==> src/rtl/dvsd_cmp_tracker.sv <==
// Windowed statistics sink for the dvsd_cmp magnitude comparator.
// Define CMP_SELFCHECK_EN to add cmp_mismatch, a sticky per-window recheck of the comparator flags.
module dvsd_cmp_tracker #(
  parameter int WINDOW = 4,
  parameter int CNT_W  = 8
) (
  input  logic             clk,
  input  logic             rst_n,
  input  logic             start,
  input  logic             in_valid,
  output logic             in_ready,
  input  logic [3:0]       A_in,
  input  logic [3:0]       B_in,
  input  logic             less_than,
  input  logic             equal_to,
  input  logic             greater_than,
  output logic             busy,
  output logic             rpt_valid,
  input  logic             rpt_ready,
  output logic [CNT_W-1:0] lt_count,
  output logic [CNT_W-1:0] eq_count,
  output logic [CNT_W-1:0] gt_count,
  output logic [3:0]       max_a,
  output logic             flag_err
`ifdef CMP_SELFCHECK_EN
  ,
  output logic             cmp_mismatch
`endif
);

  localparam int SW = $clog2(WINDOW + 1);

  typedef enum logic [1:0] {IDLE, ACCUM, REPORT} state_t;

  state_t           state_q, state_d;
  logic [CNT_W-1:0] lt_q, lt_d, eq_q, eq_d, gt_q, gt_d;
  logic [3:0]       max_q, max_d;
  logic             err_q, err_d;
  logic [SW-1:0]    smp_q, smp_d;
  logic             mis_q, mis_d;
  logic             clr;
  logic             one_hot;
  logic             mismatch;

  function automatic logic [CNT_W-1:0] sat_inc(input logic [CNT_W-1:0] v);
    return (v == {CNT_W{1'b1}}) ? v : v + CNT_W'(1);
  endfunction

  assign one_hot = ({less_than, equal_to, greater_than} == 3'b100) ||
                   ({less_than, equal_to, greater_than} == 3'b010) ||
                   ({less_than, equal_to, greater_than} == 3'b001);

`ifdef CMP_SELFCHECK_EN
  assign mismatch = {(A_in < B_in), (A_in == B_in), (A_in > B_in)} !=
                    {less_than, equal_to, greater_than};
`else
  logic unused_b;
  assign unused_b = ^B_in;
  assign mismatch = 1'b0;
`endif

  always_comb begin
    state_d = state_q;
    lt_d    = lt_q;
    eq_d    = eq_q;
    gt_d    = gt_q;
    max_d   = max_q;
    err_d   = err_q;
    smp_d   = smp_q;
    mis_d   = mis_q;
    clr     = 1'b0;
    case (state_q)
      IDLE: begin
        if (start) begin
          state_d = ACCUM;
          clr     = 1'b1;
        end
      end
      ACCUM: begin
        if (in_valid) begin
          if (one_hot) begin
            if (less_than)    lt_d = sat_inc(lt_q);
            if (equal_to)     eq_d = sat_inc(eq_q);
            if (greater_than) gt_d = sat_inc(gt_q);
          end else begin
            err_d = 1'b1;
          end
          if (mismatch) mis_d = 1'b1;
          if (A_in > max_q) max_d = A_in;
          smp_d = smp_q + SW'(1);
          if (smp_q == SW'(WINDOW - 1)) state_d = REPORT;
        end
      end
      REPORT: begin
        // Handshake with start chains straight into the next window.
        if (rpt_ready) begin
          if (start) begin
            state_d = ACCUM;
            clr     = 1'b1;
          end else begin
            state_d = IDLE;
          end
        end
      end
      default: state_d = IDLE;
    endcase
    if (clr) begin
      lt_d  = '0;
      eq_d  = '0;
      gt_d  = '0;
      max_d = '0;
      err_d = 1'b0;
      smp_d = '0;
      mis_d = 1'b0;
    end
  end

  always_ff @(posedge clk or negedge rst_n) begin
    if (!rst_n) begin
      state_q <= IDLE;
      lt_q    <= '0;
      eq_q    <= '0;
      gt_q    <= '0;
      max_q   <= '0;
      err_q   <= 1'b0;
      smp_q   <= '0;
      mis_q   <= 1'b0;
    end else begin
      state_q <= state_d;
      lt_q    <= lt_d;
      eq_q    <= eq_d;
      gt_q    <= gt_d;
      max_q   <= max_d;
      err_q   <= err_d;
      smp_q   <= smp_d;
      mis_q   <= mis_d;
    end
  end

  assign in_ready  = (state_q == ACCUM);
  assign busy      = (state_q != IDLE);
  assign rpt_valid = (state_q == REPORT);
  assign lt_count  = lt_q;
  assign eq_count  = eq_q;
  assign gt_count  = gt_q;
  assign max_a     = max_q;
  assign flag_err  = err_q;
`ifdef CMP_SELFCHECK_EN
  assign cmp_mismatch = mis_q;
`else
  logic unused_mis;
  assign unused_mis = mis_q;
`endif

endmodule

==> config.mk <==
export PLATFORM = sky130hd
export DESIGN_NAME = dvsd_cmp_tracker
export DESIGN_NICKNAME = d
export VERILOG_FILES = /design/src/rtl/dvsd_cmp_tracker.sv
export SDC_FILE = /design/constraint.sdc
export NUM_CORES = 1
export LEC_CHECK = 0
export CORE_MARGIN = 3
export CORE_UTILIZATION = 30
export CTS_CLUSTER_DIAMETER = 40
export DETAILED_ROUTE_END_ITERATION = 6
export PLACE_DENSITY_LB_ADDON = 0.1
export SLEW_MARGIN = 20
export SYNTH_ARGS = -nofsm -noshare
export SYNTH_HDL_FRONTEND = slang
export SYNTH_SLANG_ARGS = --single-unit
==> constraint.sdc <==
create_clock -name clk -period 3.7 [get_ports clk]
set_input_delay 1.11 -clock clk [delete_from_list [all_inputs] [get_ports clk]]
set_output_delay 1.11 -clock clk [all_outputs]
set_load 0.01 [all_outputs]
* Word-level counts from Yosys, hierarchy flattened
Index checks and enable logic that the tools add are counted.
** Word-level totals
- Input port bits :: 16
- Logic and storage cells :: 85
- Flip-flop bits (word level) :: 34
- Output and inout bits :: 32
** Operators by class
- Reduce and logical (&&, ||, !) cells :: 18
- Muxes and demuxes :: 38
- Add/sub/neg operators :: 4
- Equal/unequal tests :: 17
- $lt $le $gt $ge :: 1
** Operator list (number)
- $mux W8 :: 18
- $add A8 B1 Y8 const B :: 3
- $eq A8 B8 Y1 const B :: 3
- $mux W4 :: 4
- $reduce_bool A2 Y1 :: 8
- $reduce_and A5 Y1 :: 3
- $ne A2 B2 Y1 const B :: 6
- $mux W3 :: 3
- $mux W2 :: 4
- $mux W1 :: 7
- $eq A3 B2 Y1 const B :: 2
- $pmux W2 S3 :: 1
- $reduce_and A3 Y1 :: 2
- $gt A4 B4 Y1 :: 1
- $ne A2 B1 Y1 const B :: 2
- $reduce_and A4 Y1 :: 1
- $add A3 B1 Y3 const B :: 1
- $eq A3 B1 Y1 const B :: 1
- $eq A3 B3 Y1 const B :: 1
- $eq A2 B1 Y1 const B :: 1
- $eq A2 B2 Y1 const B :: 1
- $logic_not A2 Y1 :: 1
- $logic_or A1 B1 Y1 :: 2
- $pmux W1 S2 :: 1
- $reduce_and A2 Y1 :: 1

* Longest topological paths before layout
- Word-level depth :: 7
- Gate-level depth with buffers :: 6
- Gate-level depth less buffers :: 6

* Worst setup path before layout
No wires, ideal clock.
- Path type :: input to register
- From :: input A_in[3]
- To :: register max_q[1] (netlist: max_a[1])
- Data required time :: 3.575 ns
- Cell stages on the path :: 5
- Library setup time :: 0.125 ns
- Buffers on the path :: 0
- Arrival :: 2.165 ns
- Path slack :: 1.410 ns
- Cells stage by stage :: ha_1 -> nand3_1 -> o22ai_1 -> o221a_2 -> mux2_2
** Between the ends
- Word-level cells in the longest chain between the ends :: 3
** Ends and longest elaborated chain
- start, declared :: line 12 : input logic [3:0] A_in,
- $gt A4 B4 Y1 :: line 89 : if (A_in > max_q) max_d = A_in;
- $reduce_bool A2 Y1 (no line)
- $reduce_and A3 Y1 (no line)
- end signal, assigned :: line 133 : max_q <= max_d;
- end, declared :: line 37 : logic [3:0] max_q, max_d;
Every way passes these cells.
A chain may end at the register's enable or synchronous reset.

* Final worst setup path
- From :: input less_than
- To :: register lt_q[4] (netlist: lt_count[4])
** Between the ends
- Word-level cells in the longest chain between the ends :: 5
- Elaborated cells on any way between the ends :: 8
- Classes of those cells :: eq/ne: 3; reduce/logical: 5
** Ends and longest elaborated chain
- start, declared :: line 14 : input logic less_than,
- $eq A3 B3 Y1 or $eq A3 B2 Y1 (tied branches) :: line 49, 50
- $logic_or A1 B1 Y1 :: line 49 : assign one_hot = ({less_than, equal_to, greater_than} == 3'b100) ||
- $logic_or A1 B1 Y1 :: line 50 : ({less_than, equal_to, greater_than} == 3'b010) ||
- $reduce_bool A2 Y1 (no line)
- $reduce_and A5 Y1 (no line) (*)
- end signal, assigned :: line 130 : lt_q <= lt_d;
- end, declared :: line 36 : logic [CNT_W-1:0] lt_q, lt_d, eq_q, eq_d, gt_q, gt_d;
Mark *: on every way between the ends. The rest lies on a longest branch, timed or not.

==> flow_metrics.tcl <==
set metrics [dict create \
    status "finished clean" \
    most-common-layout-cells "43 x clkdlybuf4s50_1, 34 x dfrtp_1, 17 x a21oi_1" \
    cts_num_sinks 34 \
    cp_slowest_cell "clkdlybuf4s50_1" \
    start_util_pct 32.1 \
    antenna_found_initial 0 \
    hold_depth 1 \
    layout_min_cycle_time_ns 2.75 \
    grt_use_met1_pct 20.1 \
    cts_setup_buffers 0 \
    slowest_delay_ns 0.61 \
    path_clk_slew_ns 0.07 \
    synth_compound_gate_area_share_pct 19.2 \
    ctsResizeCount 0 \
    portBuffers 43 \
    yosysUniqueCellTypes 45 \
    cts_tree "built" \
    ff2ff_path_depth 5 \
    top_usage_layer "met1" \
    ctsHoldBuffers 0 \
    cp.required_ns 3.91 \
    synthToLayoutAreaGrowth_pct 31.6 \
    ir_worst_vdd_mv 0.250 \
    min_from "smp_q[0]$_DFFE_PN0P_" \
    slew_headroom_pct 59.7 \
    root_buffer "clkbuf_8" \
    cp_data_arrival_time_ns 2.96 \
    cp_max_fo 9 \
    grtUsageMet3_pct 2.74 \
    hold_end "smp_q[0]$_DFFE_PN0P_" \
    rrSetupSlack_ns 1.96 \
    die_x_um 87.3 \
    rows 28 \
    worst_pin_slew_ns 0.601 \
    route.detailed.wl_per_inst_um 14.3 \
    routed_wl_um 4750 \
    synth_area_leader_cell "dfrtp_1" \
    grt_pass1_wl_um 8210 \
    finalSetupViolations 0 \
    synth_flop_cell "dfrtp_1" \
    min_path_type "reg -> reg" \
    use_met2_pct 19.8 \
    synthAdderAreaFrac_pct 5.69 \
    grt_pass1_vias 1671 \
    fp.coreArea_um2 6170 \
    syn_inst 209 \
    grt_max_degree 40 \
    mappedNetlistArea_um2 1980 \
    synthTopCellsByArea "dfrtp_1 43%, ha_1 5.7%, a21oi_1 4.5%, o31ai_1 4.5%, or4_1 3.4%" \
    r2r_start "state_q[1]$_DFFE_PN0P_" \
    overflow 0 \
    drtPass1Iterations 4 \
    fin_nets 280 \
    ant_nets 0 \
    crit_type "in -> reg" \
    synth_xor_area_share_pct 0.442 \
    cts_max_path_buffers 2 \
    cts-buffers-inserted 5 \
    fin_crit_sh_pct 74.4 \
    drive_gt1_share_pct 8.20 \
    p_leak_nw 1.07 \
    synth_enable_flop_cells 0 \
    ios 48 \
    tns_ns 0 \
    yosysTopAreaCellShare_pct 43.0 \
    place_congestion 0.836 \
    hpwlAfterDp_um 3340 \
    synth_top_family_by_area "simple AND/OR/NAND/NOR gates" \
    synth_async_sr_flop_share_pct 100 \
    drc_errors 0 \
    vias 1757 \
    yosysSeqAreaShare_pct 43.0 \
    drv_cap 0 \
    hold_viol 0 \
    grt_use_total_pct 13.7 \
    muxShareOfSynthArea_pct 4.23 \
    max_freq_mhz 363 \
    hold_ws_ns 0.512 \
    cp-end-kind "register" \
    die_h_um 87.3 \
    total_power_w 0.00132 \
    syn_avg_cell_area_um2 9.48 \
    dieArea_um2 7610 \
    synth_warnings 0 \
    avgViaCountPerCell 5.31 \
    rsz0062_at_grt "no" \
    yosys.area_share.simple_pct 23.8 \
    htreeDepth 2 \
    yosys_register_bits 34 \
    power.density_nw_per_um2 508 \
    r2r_end "lt_count[7]$_DFFE_PN0P_" \
    final_common_cell "clkdlybuf4s50_1" \
    maxSlewViolCount 0 \
    critPathLaunchType "input pin" \
    num_antenna_cells 0 \
    clock_latency_ns 0.28 \
    num-fill-cells 634 \
    first_iter_violations 81 \
    path_cells "clkdlybuf4s50_1, nor3b_1, o21ai_1, or4_1, a21oi_1" \
    syn_nets 234 \
    skew_ns 0.00892 \
]
-- stage by stage --
| stage | utilization [%] | setup WS (ns) | std cells | area (um2) |
|---|---|---|---|---|
| floorplan | - | 1.41 | 209 | 1980 |
| global placement | 40.8 | 0.654 | 323 | 2520 |
| detailed placement | 40.8 | 0.617 | 323 | 2520 |
| CTS | 42.3 | 0.915 | 331 | 2610 |
| global route | 42.3 | 0.735 | 331 | 2610 |
| finish | 42.3 | 0.948 | 331 | 2610 |
-- critical path: cells and delay by family --
family          cells  cell delay [ns]
simple gates        2             0.83
buf+inv             1             0.61
compound gates      2             0.41
-- cell usage after synthesis, types with 2 or more instances --
cell type,number
a21oi_1,18
a22o_1,2
ha_1,9
inv_1,10
o21ai_0,9
o22ai_1,2
mux2_2,3
and3_1,4
dfrtp_1,34
nand2_1,16
nor4_1,3
nand2b_1,6
mux2i_1,5
nor2_1,7
o21ai_1,3
nand4_1,5
or3b_2,2
nand3b_1,2
a31oi_1,2
nor2b_1,5
or4_1,9
clkbuf_1,4
o211ai_1,4
or3_1,4
nor4b_1,2
nand3_1,7
buf_2,3
o31ai_1,12
-- worst max-delay path by stage --
stage | from | to | cells past startpoint | slack, ns
2_1_floorplan | A_in[3] | max_a[1]$_DFFE_PN0P_ | 5 | 1.41
3_3_place_gp | less_than | lt_count[4]$_DFFE_PN0P_ | 5 | 0.65
3_5_place_dp | less_than | lt_count[4]$_DFFE_PN0P_ | 5 | 0.62
4_1_cts | less_than | lt_count[4]$_DFFE_PN0P_ | 5 | 0.92
5_1_grt | less_than | lt_count[4]$_DFFE_PN0P_ | 5 | 0.73
6_report | less_than | lt_count[4]$_DFFE_PN0P_ | 5 | 0.95
-- metal layers --
layer,vias up,part of all wire [%]
met5,-,0
met4,0,1.0
met3,4,4.1
met2,32,46
met1,838,49
li1,883,-
-- cell families after synthesis --
group / after synthesis
AOI/OAI and AO/OA: 59
xor gates and xnor gates: 1
adders and majority gates: 9
buffers and inverters: 18
DFF: 34
muxes: 8
and+or+nand+nor: 80
-- state kept, by name, indices dropped and copies added (netlist names) --
register / count
lt_count: 8
gt_count: 8
state_q: 2
eq_count: 8
flag_err: 1
max_a: 4
smp_q: 3
-- cell type report --
class	count	area (um2)	area share [%]
Clock inverter	1	5.00	0.192
Tap cell	75	93.8	3.60
Sequential cell	34	851	32.6
Multi-Input combinational cell	157	1060	40.7
Inverter	10	37.5	1.44
Timing Repair Buffer	47	473	18.1
Clock buffer	7	86.3	3.31
-- power by group --
group / internal [W] / total [W] / switching, W / leakage [nW]
combinational: 0.000264 / 0.000531 / 0.000267 / 0.561
clock: 0.000150 / 0.000286 / 0.000135 / 0.0482
sequential: 0.000445 / 0.000507 / 0.0000623 / 0.457
total: 0.000859 / 0.00132 / 0.000465 / 1.07
No activity file was read; power rests on OpenSTA's default activity.
